File: config.mk
export PLATFORM = sky130hd
export DESIGN_NAME = alu_mdu_flat
export DESIGN_NICKNAME = d
export VERILOG_FILES = /design/src/rtl/alu_mdu_if.sv /design/src/rtl/alu_mdu.sv /design/src/flat_wrapper.sv
export SDC_FILE = /design/constraint.sdc
export NUM_CORES = 1
export LEC_CHECK = 0
export ABC_AREA = 1
export CORE_MARGIN = 2
export CORE_UTILIZATION = 35
export CTS_CLUSTER_SIZE = 10
export DETAILED_ROUTE_END_ITERATION = 10
export GPL_TIMING_DRIVEN = 0
export PLACE_DENSITY = 0.57
export SETUP_SLACK_MARGIN = 0.05
export SLEW_MARGIN = 30
export SYNTH_ARGS = -nofsm -noshare
export SYNTH_HDL_FRONTEND = slang
export SYNTH_SLANG_ARGS = --single-unit
File: constraint.sdc
create_clock -name clk -period 4.6 [get_ports clk]
set_input_delay 0.69 -clock clk [delete_from_list [all_inputs] [get_ports clk]]
set_output_delay 0.69 -clock clk [all_outputs]
set_load 0.01 [all_outputs]
File: src/rtl/alu_mdu_if.sv
// alu_mdu request/result handshake bundle.
// Producer side is master; the execution unit is slave.
interface alu_mdu_if #(
  parameter int XLEN = 32
);
  logic            in_valid;
  logic            in_ready;
  logic [4:0]      op;
  logic [XLEN-1:0] a;
  logic [XLEN-1:0] b;
  logic            out_valid;
  logic            out_ready;
  logic [XLEN-1:0] result;
  logic            busy;

  modport master (
    output in_valid, op, a, b, out_ready,
    input  in_ready, out_valid, result, busy
  );

  modport slave (
    input  in_valid, op, a, b, out_ready,
    output in_ready, out_valid, result, busy
  );
endinterface

File: src/rtl/alu_mdu.sv
// Execute-stage ALU with iterative RV32M multiply/divide.
// Base ops and divide corner cases finish in one cycle.
module alu_mdu #(
  parameter int XLEN = 32,
  parameter int SHW  = $clog2(XLEN)
) (
  input logic      clk,
  input logic      rst,
  alu_mdu_if.slave bus
);

  localparam logic [3:0] ALU_ADD = 4'd0;
  localparam logic [3:0] ALU_SUB = 4'd1;
  localparam logic [3:0] ALU_AND = 4'd2;
  localparam logic [3:0] ALU_OR  = 4'd3;
  localparam logic [3:0] ALU_XOR = 4'd4;
  localparam logic [3:0] ALU_SLL = 4'd5;
  localparam logic [3:0] ALU_SRL = 4'd6;
  localparam logic [3:0] ALU_SRA = 4'd7;
  localparam logic [3:0] ALU_LT  = 4'd8;
  localparam logic [3:0] ALU_LTU = 4'd9;

  localparam logic [XLEN-1:0] MIN_NEG =
    {1'b1, {(XLEN-1){1'b0}}};

  typedef enum logic [1:0] {
    IDLE,
    MUL,
    DIV
  } state_t;

  state_t            state_q, state_d;
  logic [SHW-1:0]    cnt_q, cnt_d;
  logic [2*XLEN-1:0] acc_q, acc_d;
  logic [XLEN-1:0]   opb_q, opb_d;
  logic [2:0]        mop_q, mop_d;
  logic              neg_q, neg_d;
  logic              out_valid_q, out_valid_d;
  logic [XLEN-1:0]   result_q, result_d;

  logic [XLEN-1:0] a, b;
  logic [4:0]      op;
  logic [2:0]      mf;
  logic            is_m, is_mul, is_div;
  logic            sa, sb, neg_a, neg_b;
  logic [XLEN-1:0] mag_a, mag_b;
  logic            b_zero, ovf, div_spec;
  logic [XLEN-1:0] spec_res, alu_res;
  logic            in_ready, accept;

  logic [XLEN:0]     mul_sum;
  logic [2*XLEN-1:0] mul_nxt, mul_prod;
  logic [XLEN:0]     div_try, div_diff;
  logic [2*XLEN-1:0] div_nxt;
  logic [XLEN-1:0]   div_val, div_res;

  assign a      = bus.a;
  assign b      = bus.b;
  assign op     = bus.op;
  assign mf     = op[2:0];
  assign is_m   = op[4];
  assign is_mul = is_m && !mf[2];
  assign is_div = is_m && mf[2];

  // Operand signedness for the selected M op.
  always_comb begin
    sa = 1'b0;
    sb = 1'b0;
    unique case (1'b1)
      mf[2]: begin
        sa = !mf[0];
        sb = !mf[0];
      end
      mf == 3'd1: begin
        sa = 1'b1;
        sb = 1'b1;
      end
      mf == 3'd2: sa = 1'b1;
      default: ;
    endcase
  end

  assign neg_a = sa && a[XLEN-1];
  assign neg_b = sb && b[XLEN-1];
  assign mag_a = neg_a ? -a : a;
  assign mag_b = neg_b ? -b : b;

  assign b_zero   = (b == '0);
  assign ovf      = is_div && sa &&
                    (a == MIN_NEG) && (b == '1);
  assign div_spec = is_div && (b_zero || ovf);
  assign spec_res = b_zero ? (mf[1] ? a : '1)
                           : (mf[1] ? '0 : a);

  // Single-cycle base ALU; unknown codes give zero.
  always_comb begin
    alu_res = '0;
    case (op[3:0])
      ALU_ADD: alu_res = a + b;
      ALU_SUB: alu_res = a - b;
      ALU_AND: alu_res = a & b;
      ALU_OR:  alu_res = a | b;
      ALU_XOR: alu_res = a ^ b;
      ALU_SLL: alu_res = a << b[SHW-1:0];
      ALU_SRL: alu_res = a >> b[SHW-1:0];
      ALU_SRA: alu_res =
        $unsigned($signed(a) >>> b[SHW-1:0]);
      ALU_LT:  alu_res =
        {{(XLEN-1){1'b0}}, $signed(a) < $signed(b)};
      ALU_LTU: alu_res =
        {{(XLEN-1){1'b0}}, a < b};
      default: alu_res = '0;
    endcase
  end

  // Shift-add step: hi half accumulates, lo half
  // holds the remaining multiplier bits.
  assign mul_sum  = {1'b0, acc_q[2*XLEN-1:XLEN]} +
                    {1'b0, {XLEN{acc_q[0]}} & opb_q};
  assign mul_nxt  = {mul_sum, acc_q[XLEN-1:1]};
  assign mul_prod = neg_q ? -mul_nxt : mul_nxt;

  // Restoring step: hi half is the partial
  // remainder, lo half shifts dividend out and
  // quotient bits in.
  assign div_try  = {acc_q[2*XLEN-1:XLEN],
                     acc_q[XLEN-1]};
  assign div_diff = div_try - {1'b0, opb_q};
  assign div_nxt  = div_diff[XLEN]
    ? {div_try[XLEN-1:0], acc_q[XLEN-2:0], 1'b0}
    : {div_diff[XLEN-1:0], acc_q[XLEN-2:0], 1'b1};
  assign div_val  = mop_q[1]
    ? div_nxt[2*XLEN-1:XLEN]
    : div_nxt[XLEN-1:0];
  assign div_res  = neg_q ? -div_val : div_val;

  assign in_ready = (state_q == IDLE) &&
                    (!out_valid_q || bus.out_ready);
  assign accept   = bus.in_valid && in_ready;

  // Next-state, iteration and result-load logic.
  always_comb begin
    state_d     = state_q;
    cnt_d       = cnt_q;
    acc_d       = acc_q;
    opb_d       = opb_q;
    mop_d       = mop_q;
    neg_d       = neg_q;
    result_d    = result_q;
    out_valid_d = out_valid_q && !bus.out_ready;
    case (state_q)
      IDLE: begin
        if (accept) begin
          if (!is_m || div_spec) begin
            result_d    = is_m ? spec_res : alu_res;
            out_valid_d = 1'b1;
          end else begin
            state_d = is_mul ? MUL : DIV;
            cnt_d   = '0;
            acc_d   = {{XLEN{1'b0}}, mag_a};
            opb_d   = mag_b;
            mop_d   = mf;
            neg_d   = (is_div && mf[1])
                      ? neg_a : (neg_a ^ neg_b);
          end
        end
      end
      MUL: begin
        acc_d = mul_nxt;
        cnt_d = cnt_q + SHW'(1);
        if (cnt_q == '1) begin
          result_d    = (mop_q == 3'd0)
            ? mul_prod[XLEN-1:0]
            : mul_prod[2*XLEN-1:XLEN];
          out_valid_d = 1'b1;
          state_d     = IDLE;
        end
      end
      DIV: begin
        acc_d = div_nxt;
        cnt_d = cnt_q + SHW'(1);
        if (cnt_q == '1) begin
          result_d    = div_res;
          out_valid_d = 1'b1;
          state_d     = IDLE;
        end
      end
      default: state_d = IDLE;
    endcase
  end

  // State and datapath registers; reset aborts work.
  always_ff @(posedge clk or posedge rst) begin
    if (rst) begin
      state_q     <= IDLE;
      cnt_q       <= '0;
      acc_q       <= '0;
      opb_q       <= '0;
      mop_q       <= '0;
      neg_q       <= 1'b0;
      out_valid_q <= 1'b0;
      result_q    <= '0;
    end else begin
      state_q     <= state_d;
      cnt_q       <= cnt_d;
      acc_q       <= acc_d;
      opb_q       <= opb_d;
      mop_q       <= mop_d;
      neg_q       <= neg_d;
      out_valid_q <= out_valid_d;
      result_q    <= result_d;
    end
  end

  assign bus.in_ready  = in_ready;
  assign bus.out_valid = out_valid_q;
  assign bus.result    = result_q;
  assign bus.busy      = (state_q != IDLE);

endmodule

File: src/flat_wrapper.sv
// flat-port wrapper written by rule: the top's interface ports become plain ports
module alu_mdu_flat 
#(
  parameter int XLEN = 32,
  parameter int SHW  = $clog2(XLEN)
)
  (clk, rst, bus_in_valid, bus_op, bus_a, bus_b, bus_out_ready, bus_in_ready, bus_out_valid, bus_result, bus_busy);
  alu_mdu_if #(.XLEN(XLEN)) bus_i ();
  input logic clk;
  input logic rst;
  input wire logic [$bits(bus_i.in_valid)-1:0] bus_in_valid;
  input wire logic [$bits(bus_i.op)-1:0] bus_op;
  input wire logic [$bits(bus_i.a)-1:0] bus_a;
  input wire logic [$bits(bus_i.b)-1:0] bus_b;
  input wire logic [$bits(bus_i.out_ready)-1:0] bus_out_ready;
  output wire logic [$bits(bus_i.in_ready)-1:0] bus_in_ready;
  output wire logic [$bits(bus_i.out_valid)-1:0] bus_out_valid;
  output wire logic [$bits(bus_i.result)-1:0] bus_result;
  output wire logic [$bits(bus_i.busy)-1:0] bus_busy;
  assign bus_i.in_valid = bus_in_valid;
  assign bus_i.op = bus_op;
  assign bus_i.a = bus_a;
  assign bus_i.b = bus_b;
  assign bus_i.out_ready = bus_out_ready;
  assign bus_in_ready = bus_i.in_ready;
  assign bus_out_valid = bus_i.out_valid;
  assign bus_result = bus_i.result;
  assign bus_busy = bus_i.busy;
  alu_mdu #(.XLEN(XLEN), .SHW(SHW)) u_core (.clk(clk), .rst(rst), .bus(bus_i));
endmodule
==> reports/results.ini <==
[run_status]
outcome = complete, but fails checks
violations = setup timing

[power_and_ir_drop]
peakVddDrop_uv = 360
cellLeakagePower_nw = 14.5
total_power_mw = 15.5
p_sw_mw = 9.93
internal_power_mw = 5.60
comb_power_share_pct = 75.8
clkPwrFrac_pct = 9.0
seq_power_share_pct = 15.2
powerDensity_mw_per_mm2 = 527
swShare_pct = 64.0

[sta]
fin_ws_ps = -29.3
min_period_ps = 4630
rsz0062_at_grt = yes
hold_viol = 0
fmax_mhz = 216
worst_slew_margin_rel_pct = 30.6
finClkSkew_ps = 17.1
fin_tns_setup_ps = -38.5
tightest_slew_ps = 1040
worst_hold_slack_ps = 483
final.period_utilization_pct = 101
slew_violations = 0
finalSetupViolCount = 3

[yosys]
synth_fa_ha_area_share_pct = 8.61
yosysSeqAreaShare_pct = 13.5
yosys.area.top_type = nand2_1
synth_top_cells_by_count = nand2_1, inv_1, o21ai_0, nor2_1, a21oi_1
yosys.area_share.simple_pct = 37.7
synth_edf_count = 0
synth_xor_area_share_pct = 3.07
ys_ff_latch = 140
synth_area_per_cell_sq_um = 5.56
netlist-cell-type-count = 67
synth_compound_area_share_pct = 24.5
synth_cells = 4659
synthTopCellsByArea = nand2_1, dfrtp_1, o21ai_0, inv_1, ha_1
synth-warning-count = 0
netlist.area_leader.share_pct = 19.5
syn-num-nets = 4908
ys_async_sr_fraction_pct = 100
syn-cell-area_sq_mm = 0.0259
synth_most_common_cell = nand2_1
synthFlopType = dfrtp_1
synth_top_family_by_area = simple AND/OR/NAND/NOR gates
synthMuxAreaShare_pct = 0.507

[setup_path]
cpMaxStageDelayCell = clkdlybuf4s50_1
worstPathCellList = clkdlybuf4s50_1 -> inv_1 -> o21ai_1 -> o21ai_0 -> nand2_1 -> o21ai_0 -> nor2_1 -> a21oi_1 -> o22ai_1 -> nand2_1 -> o211ai_1 -> o21ai_0 -> a31oi_2 -> nand2_2 -> nand2_1
cp_top_family = compound AO/OA/AOI/OAI gates
cp_max_fo = 8
startpoint_type = primary input
crit_arrival_ps = 5040
critPathBufInv = 2
endpoint_kind = register
crit_required_ps = 5010
critPathKind = in -> reg
cpPeakStageDelay_ps = 1010

[global_routing]
grt_pass1_vias = 31900
antenna_found_initial = 7
grt-ovfl-total = 0
grt_max_degree = 81
grtUsageTotal_pct = 42.0
grt_pass1_wl_um = 231000

[layout]
area_growth_pct = 13.6
filler_cell_count = 8471
final_util_pct = 40.3
final-seq-area_sq_mm = 0.00351
nets = 5047
multiInputGateArea_sq_mm = 0.0197
final_layout_size_suffix_gt1_share_pct = 7.09

[clocking]
cts_max_path_buffers = 2
cts_buffers = 17
htreeDepth = 4
cts_sinks = 140
clkLatencyLatePin_ps = 470
clk_pin_slew_ps = 80
tritoncts = yes
root_buffer = clkbuf_16

[die]
ioPinCount = 108
core_sq_mm = 0.0731
row_count = 99
dieArea_sq_mm = 0.0763
start_util_pct = 35.5
die_x_um = 276
die_h_um = 276

[route]
avgRoutedWirePerCell_um = 28.7
postRouteAntennaNets = 0
routed_via_density = 5.93
drc_errors = 0
first_iter_violations = 3906
first_pass_iters = 8
routed_wl_um = 166000
vias = 34200

[place]
io_buffers = 106
dp_hpwl_um = 138000
place.gp.congestion = 1.11
post-place-ws_ps = -2050

[min_path]
hold_path_class = reg -> reg

[run]
drv_cap = 0

state kept, by name (all words and copies together), names as in the netlist:
signal and flops:
u_core.opb_q 32, u_core.bus.result 32, u_core.neg_q 1, u_core.state_q 2
u_core.mop_q 3, u_core.acc_q 64, u_core.bus.out_valid 1, u_core.cnt_q 5
cell usage in the layout, fill, tap and decap left out, types with 80 or more instances in the layout:
cell             count
o21ai_0            427
nand3_1            305
nand2_1           1333
clkbuf_1           122
nor2_1             389
a21oi_1            328
ha_1               169
clkdlybuf4s50_1     80
inv_1              562
dfrtp_1            138
worst paths after layout:
check	start	endpoint	slack (ps)	cells after the start
worst max-delay path	bus_a[24]	u_core.bus.result[22]	-30	15
worst min-delay path	u_core.bus.result[25]	u_core.bus.result[25]	480	2
worst max register to register	u_core.acc_q[31]	u_core.bus.result[28]	230	28
worst min register to register	u_core.bus.result[25]	u_core.bus.result[25]	480	2
max in group asynchronous	rst	u_core.bus.result[28]	3100	3
min in group asynchronous	rst	u_core.opb_q[21]	670	2
stage by stage:
step	instances	cell area [sq um]
6_report	5773	29400
5_1_grt	5771	29400
4_1_cts	5760	29100
3_5_place_dp	5725	28200
3_3_place_gp	5724	28200
2_1_floorplan	4659	25900
kinds of logic (layout without fill, tap and decap cells):
family	Yosys count	in the layout
compound gates	1115	1115
xor+xnor	91	91
fa+ha+maj	176	176
buf+inv	813	965
flops	140	140
mux	13	13
other cells	0	3
simple gates	2311	2311
routing by layer:
layer / global-route usage, % / vias up / wire, um
met5: 0 / - / 50
met4: 32.7 / 8 / 16000
met3: 7.36 / 527 / 14000
met2: 68.1 / 2030 / 73100
met1: 49.2 / 16000 / 62600
li1: - / 15700 / -
final cells by class:
cell class,instances,share of cell area [%]
antenna,3,0.0255
buffer,211,3.28
clock buffer,17,1.44
clock inverter,15,0.480
inverter,597,7.77
multi-input combinational,3706,66.8
sequential,140,11.9
tap,959,4.07
timing repair buffer,125,4.26
tightest hold or removal path: stages, from the launching register on:
cell,delay [ps]
dfrtp_1,350
nand2_1,50
nand2_1,50
what timing repair did:
action                                  in CTS  in global routing
pin swaps                                    4                  6
gates resized for setup                    126                 98
hold buffers                                 0                  0
endpoints found under the setup margin     140                 77
buffers inserted                             4                 14
power groups by stage:
stage	Sequential, mW	Clock, mW	Combinational [mW]
2_1_floorplan	2.06	0	6.81
5_1_grt	2.38	1.45	12.5
3_5_place_dp	2.33	0	11.1
3_3_place_gp	2.34	0	11.1
6_report	2.36	1.40	11.8
4_1_cts	2.33	1.41	11.2
Power figures use the tool's default switching activity.
